--- config.mk ---
export PLATFORM = sky130hd
export DESIGN_NAME = score_link_tx
export DESIGN_NICKNAME = d
export VERILOG_FILES = /design/src/rtl/score_link_tx.sv
export SDC_FILE = /design/constraint.sdc
export NUM_CORES = 1
export LEC_CHECK = 0
export CORE_ASPECT_RATIO = 1.75
export CORE_MARGIN = 4
export CORE_UTILIZATION = 55
export CTS_BUF_LIST = sky130_fd_sc_hd__clkbuf_16
export CTS_CLUSTER_DIAMETER = 30
export DETAILED_ROUTE_END_ITERATION = 8
export PLACE_DENSITY = 0.77
export SKIP_LAST_GASP = 1
export SYNTH_ARGS = -nofsm -noshare
export SYNTH_HDL_FRONTEND = slang
export SYNTH_SLANG_ARGS = --single-unit
export TNS_END_PERCENT = 5
--- constraint.sdc ---
create_clock -name clk -period 2.26 [get_ports clk]
set_clock_uncertainty 0.15 [all_clocks]
set_input_delay 0.226 -clock clk [delete_from_list [all_inputs] [get_ports clk]]
set_output_delay 0.226 -clock clk [all_outputs]
set_load 0.01 [all_outputs]
--- src/rtl/score_link_tx.sv ---
// score_link_tx: one-wire UART-style transmitter carrying the local 4-bit score
// to the peer board. Frame: start bit, 8 data bits LSB first ({4'b1010, score}),
// optional odd parity bit, stop bit. A frame is sent after reset, on every score
// change and every REFRESH_CYCLES cycles so a late-connected peer resynchronises.
// Optional feature macro: SCORE_LINK_PARITY_EN (inserts an odd-parity bit).
module score_link_tx #(
  parameter int CLKS_PER_BIT   = 868,
  parameter int REFRESH_CYCLES = 1_000_000
) (
  input  logic       clk,
  input  logic       reset,
  input  logic [3:0] score,
  output logic       tx,
  output logic       busy,
  output logic       frame_done
);

  localparam int CW = (CLKS_PER_BIT > 1) ? $clog2(CLKS_PER_BIT) : 1;
  localparam int RW = (REFRESH_CYCLES > 1) ? $clog2(REFRESH_CYCLES) : 1;

  localparam logic [CW-1:0] BIT_LAST     = CW'(CLKS_PER_BIT - 1);
  localparam logic [RW-1:0] REFRESH_LAST = RW'(REFRESH_CYCLES - 1);
  localparam logic [RW-1:0] REFRESH_PRE  = RW'(REFRESH_CYCLES - 2);
  localparam logic [3:0]    TAG          = 4'b1010;

  localparam logic [2:0] IDLE   = 3'd0;
  localparam logic [2:0] START  = 3'd1;
  localparam logic [2:0] DATA   = 3'd2;
  localparam logic [2:0] STOP   = 3'd4;
`ifdef SCORE_LINK_PARITY_EN
  localparam logic [2:0] PARITY = 3'd3;
`endif

  logic [2:0]    state_reg;
  logic [CW-1:0] bit_cnt_reg;
  logic [2:0]    bit_idx_reg;
  logic [7:0]    shift_reg;
  logic [3:0]    last_score_reg;
  logic          pending_reg;
  logic [RW-1:0] refresh_cnt_reg;
  logic          tx_reg;
  logic          busy_reg;
`ifdef SCORE_LINK_PARITY_EN
  logic          parity_reg;
`endif

  logic launch;
  logic bit_end;

  assign launch  = (state_reg == IDLE) && pending_reg;
  assign bit_end = (bit_cnt_reg == BIT_LAST);

  assign tx         = tx_reg;
  assign busy       = busy_reg;
  assign frame_done = (state_reg == STOP) && bit_end;

  // Trigger bookkeeping: score-change detection and the periodic resend counter.
  // Pending is raised on the same edge the counter lands on REFRESH_CYCLES-1, so
  // unforced frames start exactly REFRESH_CYCLES cycles apart. A launch both
  // consumes the request and samples the score, so coincident triggers merge.
  always_ff @(posedge clk) begin
    if (reset) begin
      pending_reg     <= 1'b1;
      refresh_cnt_reg <= '0;
      last_score_reg  <= '0;
    end else if (launch) begin
      pending_reg     <= 1'b0;
      refresh_cnt_reg <= '0;
      last_score_reg  <= score;
    end else begin
      if (refresh_cnt_reg != REFRESH_LAST) begin
        refresh_cnt_reg <= refresh_cnt_reg + RW'(1);
      end
      if ((score != last_score_reg) || (refresh_cnt_reg == REFRESH_PRE)) begin
        pending_reg <= 1'b1;
      end
    end
  end

  // Frame sequencer: each non-idle state holds the line for one bit time;
  // tx and busy are registered together with the state transitions.
  always_ff @(posedge clk) begin
    if (reset) begin
      state_reg   <= IDLE;
      bit_cnt_reg <= '0;
      bit_idx_reg <= '0;
      shift_reg   <= '0;
      tx_reg      <= 1'b1;
      busy_reg    <= 1'b0;
`ifdef SCORE_LINK_PARITY_EN
      parity_reg  <= 1'b0;
`endif
    end else begin
      case (state_reg)
        IDLE: begin
          bit_cnt_reg <= '0;
          if (launch) begin
            shift_reg  <= {TAG, score};
`ifdef SCORE_LINK_PARITY_EN
            parity_reg <= ~^{TAG, score};
`endif
            state_reg  <= START;
            tx_reg     <= 1'b0;
            busy_reg   <= 1'b1;
          end
        end
        START: begin
          if (bit_end) begin
            bit_cnt_reg <= '0;
            bit_idx_reg <= '0;
            state_reg   <= DATA;
            tx_reg      <= shift_reg[0];
          end else begin
            bit_cnt_reg <= bit_cnt_reg + CW'(1);
          end
        end
        DATA: begin
          if (bit_end) begin
            bit_cnt_reg <= '0;
            shift_reg   <= {1'b0, shift_reg[7:1]};
            if (bit_idx_reg == 3'd7) begin
`ifdef SCORE_LINK_PARITY_EN
              state_reg <= PARITY;
              tx_reg    <= parity_reg;
`else
              state_reg <= STOP;
              tx_reg    <= 1'b1;
`endif
            end else begin
              bit_idx_reg <= bit_idx_reg + 3'd1;
              tx_reg      <= shift_reg[1];
            end
          end else begin
            bit_cnt_reg <= bit_cnt_reg + CW'(1);
          end
        end
`ifdef SCORE_LINK_PARITY_EN
        PARITY: begin
          if (bit_end) begin
            bit_cnt_reg <= '0;
            state_reg   <= STOP;
            tx_reg      <= 1'b1;
          end else begin
            bit_cnt_reg <= bit_cnt_reg + CW'(1);
          end
        end
`endif
        STOP: begin
          if (bit_end) begin
            bit_cnt_reg <= '0;
            state_reg   <= IDLE;
            tx_reg      <= 1'b1;
            busy_reg    <= 1'b0;
          end else begin
            bit_cnt_reg <= bit_cnt_reg + CW'(1);
          end
        end
        default: begin
          state_reg   <= IDLE;
          bit_cnt_reg <= '0;
          tx_reg      <= 1'b1;
          busy_reg    <= 1'b0;
        end
      endcase
    end
  end

endmodule

After elaboration in Yosys (flattened, before gate mapping). Index checks and enable logic that the tools add are counted.

Register bits after elaboration: 51. Latch bits: 0. RAM bits: 0. Bits in read-only memories: 0. Bits of input ports: 6. Output and inout port bits: 3. Logic and storage cells: 67. Memories: 0.

$add $sub $neg: 3. Multiply operators: 0. Div/mod/pow operators: 0. $lt $le $gt $ge: 0. Equal/unequal tests: 14. Shift operators: 0. Mux-type cells: 23. Bitwise logic cells: 2. Reductions and logical operators: 16.

Operator list (number): $mux 3 (7); $add 20x1->20 const B (1); $eq 20x20->1 const B (1); $ne 20x20->1 const B (1); $mux 8 (2); $pmux 8 s2 (1); $ne 2x2->1 const B (6); $pmux 3 s4 (1); $add 10x1->10 const B (1); $eq 10x10->1 const B (1); $mux 1 (9); $reduce_and 4->1 (2); $eq 3x3->1 const B (2); $pmux 3 s2 (1); $reduce_and 3->1 (2); $reduce_bool 2->1 (3); $reduce_or 3->1 (2); $reduce_and 5->1 (1); $ne 4x4->1 (1); $pmux 1 s4 (1); $reduce_or 2->1 (2); $add 3x1->3 const B (1); $eq 3x1->1 const B (1); $eq 3x2->1 const B (1); 5 further kinds (7).

Depth between registers and ports, before layout.
Depth in word-level cells: 4. Gate-level depth with buffers: 6. Mapped depth without buffers: 6.

Worst setup path after synthesis. No wires, ideal clock.

Path type: reg2reg. From: register bit_cnt_reg[0]. To: register bit_idx_reg[1]. Setup time: 0.117 ns. Arrival: 1.561 ns. Data required time: 1.993 ns. Path slack: 0.432 ns. Stages on the path, launching flop included: 6. Buffers on the path: 0. Clock period less this slack: 1.828 ns. Path through: dfxtp_1 -> ha_1 -> or3b_1 -> nor3_2 -> a31oi_1 -> a22o_1.

Word-level cells in the longest chain between the ends: 3. Elaborated cells between the ends (all ways): 4. Classes of those cells: eq/ne: 3; reduce/logical: 1.

Ends and longest elaborated chain: from (decl) (line 35) `logic [CW-1:0] bit_cnt_reg;`; from (signal assigned) (line 114) `bit_cnt_reg <= bit_cnt_reg + CW'(1);`; from (signal assigned) (line 134) `bit_cnt_reg <= bit_cnt_reg + CW'(1);`; from (signal assigned) (line 155) `bit_cnt_reg <= bit_cnt_reg + CW'(1);`; $eq 10x10->1 (*) (line 51) `assign bit_end = (bit_cnt_reg == BIT_LAST);`; $ne 2x2->1 (no source line); $reduce_and 4->1 (no source line) (*); to (signal assigned) (line 130) `bit_idx_reg <= bit_idx_reg + 3'd1;`; to (decl) (line 36) `logic [2:0] bit_idx_reg;`.

Mark *: on every way between the ends. The rest lies on a longest branch, timed or not. A chain may end at the register's enable or synchronous reset.

Worst setup path after layout.
From: register bit_cnt_reg[0]. To: register bit_cnt_reg[7].

Word-level cells in the longest chain between the ends: 2. Elaborated cells between the ends (all ways): 3. Classes of those cells: add/sub: 1; eq/ne: 1; reduce/logical: 1.

Ends and longest elaborated chain: parallel branches: the longest is 2 deep, another holds $add 10x1->10.

Parallel ways; which one is timed is not known.

==> run metrics <==
Seq cells post-synth 51; Slew headroom 63.7%; DIE AREA 5860 um^2; power share of the sequential group 47.8%; Via Count 2203; Fin Setup TNS 0 ns; area leader, netlist dfxtp_1; Arrival @ worst endpoint 2.02 ns; Clock Power Share 42.3%; CP delay by family, top simple AND/OR/NAND/NOR gates; min Tclk post-route 2.00 ns; syn_nets 297; post-route cell area 2930 um^2; Area Growth Syn to Fin 14.4%; I/O Buffers 8; clk root buf clkbuf_16; Post-synth EDFFs 0; DP Area 2750 um^2; CP peak stage delay 0.43 ns; drt first pass iters 4; Cell Count Post-Placement 348; Slowest cell on crit path or3b_1; PD cells 688 nW/um^2; Lkg Pwr 1.03 nW; register clock-pin slew on the reported worst setup and hold paths 0.07 ns; Clk Latency, worst-skew pair 0.29 ns; Routed Antenna Nets 0; Sw Ratio 23.5%; postcts setup bufs 0; FILL cells 394; io pins 9; worst vdd ir 0.000515 V; post-synthesis sequential area ratio 39.8%; ANT cells 0; Critical Path RT 2.28 ns; most frequent cells in the layout dfxtp_1, nor2_1, a21oi_1; syn_area_per_cell 8.96 um^2; P_int 0.00154 W; final period utilization 88.5%; top-area cell type share of the netlist area 39.8%; Switch Pwr 0.000474 W; number of flip-flops in the largest register 20; largest net degree at the start of global routing 20; CP Capture Type flop; kind of critical path flop to flop; Synth area leaders dfxtp_1, a21oi_1, nor2_1, xnor2_1, nand2_1; yosys warns 0; max_cap viols 0; layout net count 315; mapped cell area 2560 um^2; commonest non-fill, non-tap cell in the layout dfxtp_1; RSZ-0062 raised after global routing false; ys flop type dfxtp_1; total grt overflow 0; Core Rows 32; vias in the first global route 2242; final setup fails 0; Gate Count Post-Synth 286; share of cells above drive strength 1 12.5%; Initial Utilization 57.7%; First DRT Iteration DRCs 116; CTS buffer count 5; Critical Path Fanout Max 10; DIE HEIGHT 98.3 um; Max Slew Vio Count 0; Bufs and invs on worst path 0; CTS H-tree lvls 2; CORE AREA 4440 um^2; per-cell routed wire length 15.9 um; Comb power frac 9.9%; DRC Markers 0; initial antenna violation count 0; Hold Violations, Final 0; status finished clean; Final Non-Filler Cells 356; Min-Delay Path Class flop to flop; Die Wd 59.6 um; Hold WS 0.302 ns; cts hold-fix bufs 0; CTS sink count 51; Post-synth ARST share 0%; crit-path cells ha_2 > or3b_1 > nor3_2 > a211o_1 > nor2_1; Total Routed Length 5.68 mm; clock buffer depth 2; overall routing resource usage 21.4%; GP Congestion 0.853; first-pass GRT wire length 10.0 mm; Via density 6.19; Worst Max-Slew Pin Slew 0.544 ns; crit start category flop; CTS tree built; Peak Freq 500 MHz; Final Util 66.0%; synth unique cells 54; hpwl dp 4.05 mm
## per-layer routing
layer	global-route usage (%)	up-vias	wire, um
li1	-	1096	-
met1	21.8	1077	2120
met2	40.6	20	3350
met3	2.65	10	68
met4	9.39	0	131
met5	0	-	0
## per-stage QoR
step	power (W)	setup slack [ns]
6_report	0.00202	0.260
5_1_grt	0.00209	0.0769
4_1_cts	0.00204	0.0365
3_5_place_dp	0.00118	0.249
3_3_place_gp	0.00117	0.300
2_1_floorplan	0.00111	0.432
## synthesized netlist by cell type, types with 2 or more instances
cell      count
a211oi_1      6
a21o_1        2
a21oi_1      22
a22o_1        2
a31oi_1       5
and2_1        4
and3_1        2
and4_1        4
buf_2         6
buf_6         2
clkbuf_1      3
dfxtp_1      51
ha_1          5
inv_1         4
mux2i_1       5
nand2_1      20
nand2b_1      2
nand3_1      13
nand4_1      10
nand4_4       2
nor2_1       28
nor3_1       11
nor3b_1       4
nor4_1        3
nor4b_1       4
nor4bb_1      3
o211ai_1      2
o21ai_0      11
o31ai_1       2
o41ai_1       2
or3_1         7
xnor2_1      10
xor2_1        8
## logic make-up (layout without fill, tap and decap cells)
kind of cell	Yosys count	count (layout)	share of synthesized area [%]
and+or+nand+nor	130	130	31.1
AOI/OAI and AO/OA	61	61	15.1
DFF	51	51	39.8
xor gates and xnor gates	18	18	6.15
buffers and inverters	16	35	3.37
adders and majority gates	5	5	2.44
muxes	5	5	1.95
## path summary, 6_finish.rpt
path,from,end,slack [ns],depth (start not counted)
max,bit_cnt_reg[0],bit_cnt_reg[7],0.26,5
min,bit_cnt_reg[0],bit_cnt_reg[0],0.30,1
max reg2reg,bit_cnt_reg[0],bit_cnt_reg[7],0.26,5
min reg2reg,bit_cnt_reg[0],bit_cnt_reg[0],0.30,1
## layout make-up
| cell class | count | area [um^2] | share of cell area, % |
|---|---|---|---|
| clock buffers | 5 | 125 | 4.26 |
| clock inverters | 3 | 43.8 | 1.49 |
| inverters | 4 | 15.0 | 0.512 |
| multi-input cells | 219 | 1470 | 50.1 |
| flip-flops and latches | 51 | 1020 | 34.8 |
| well taps | 51 | 63.8 | 2.17 |
| repair buffers | 23 | 195 | 6.65 |
## power groups by stage
stage	clock network, W	registers [W]	logic [W]
global placement	0	0.000982	0.000192
finish	0.000855	0.000965	0.000199
global route	0.000902	0.000968	0.000220
CTS	0.000872	0.000964	0.000200
detailed placement	0	0.000984	0.000195
floorplan	0	0.000977	0.000135
## timing repair
action | CTS | global route
setup endpoints to repair | 1 | 1
pin swaps | 0 | 0
gates resized for setup | 1 | 3
cloned | 0 | 0
Power figures use the tool's default switching activity.
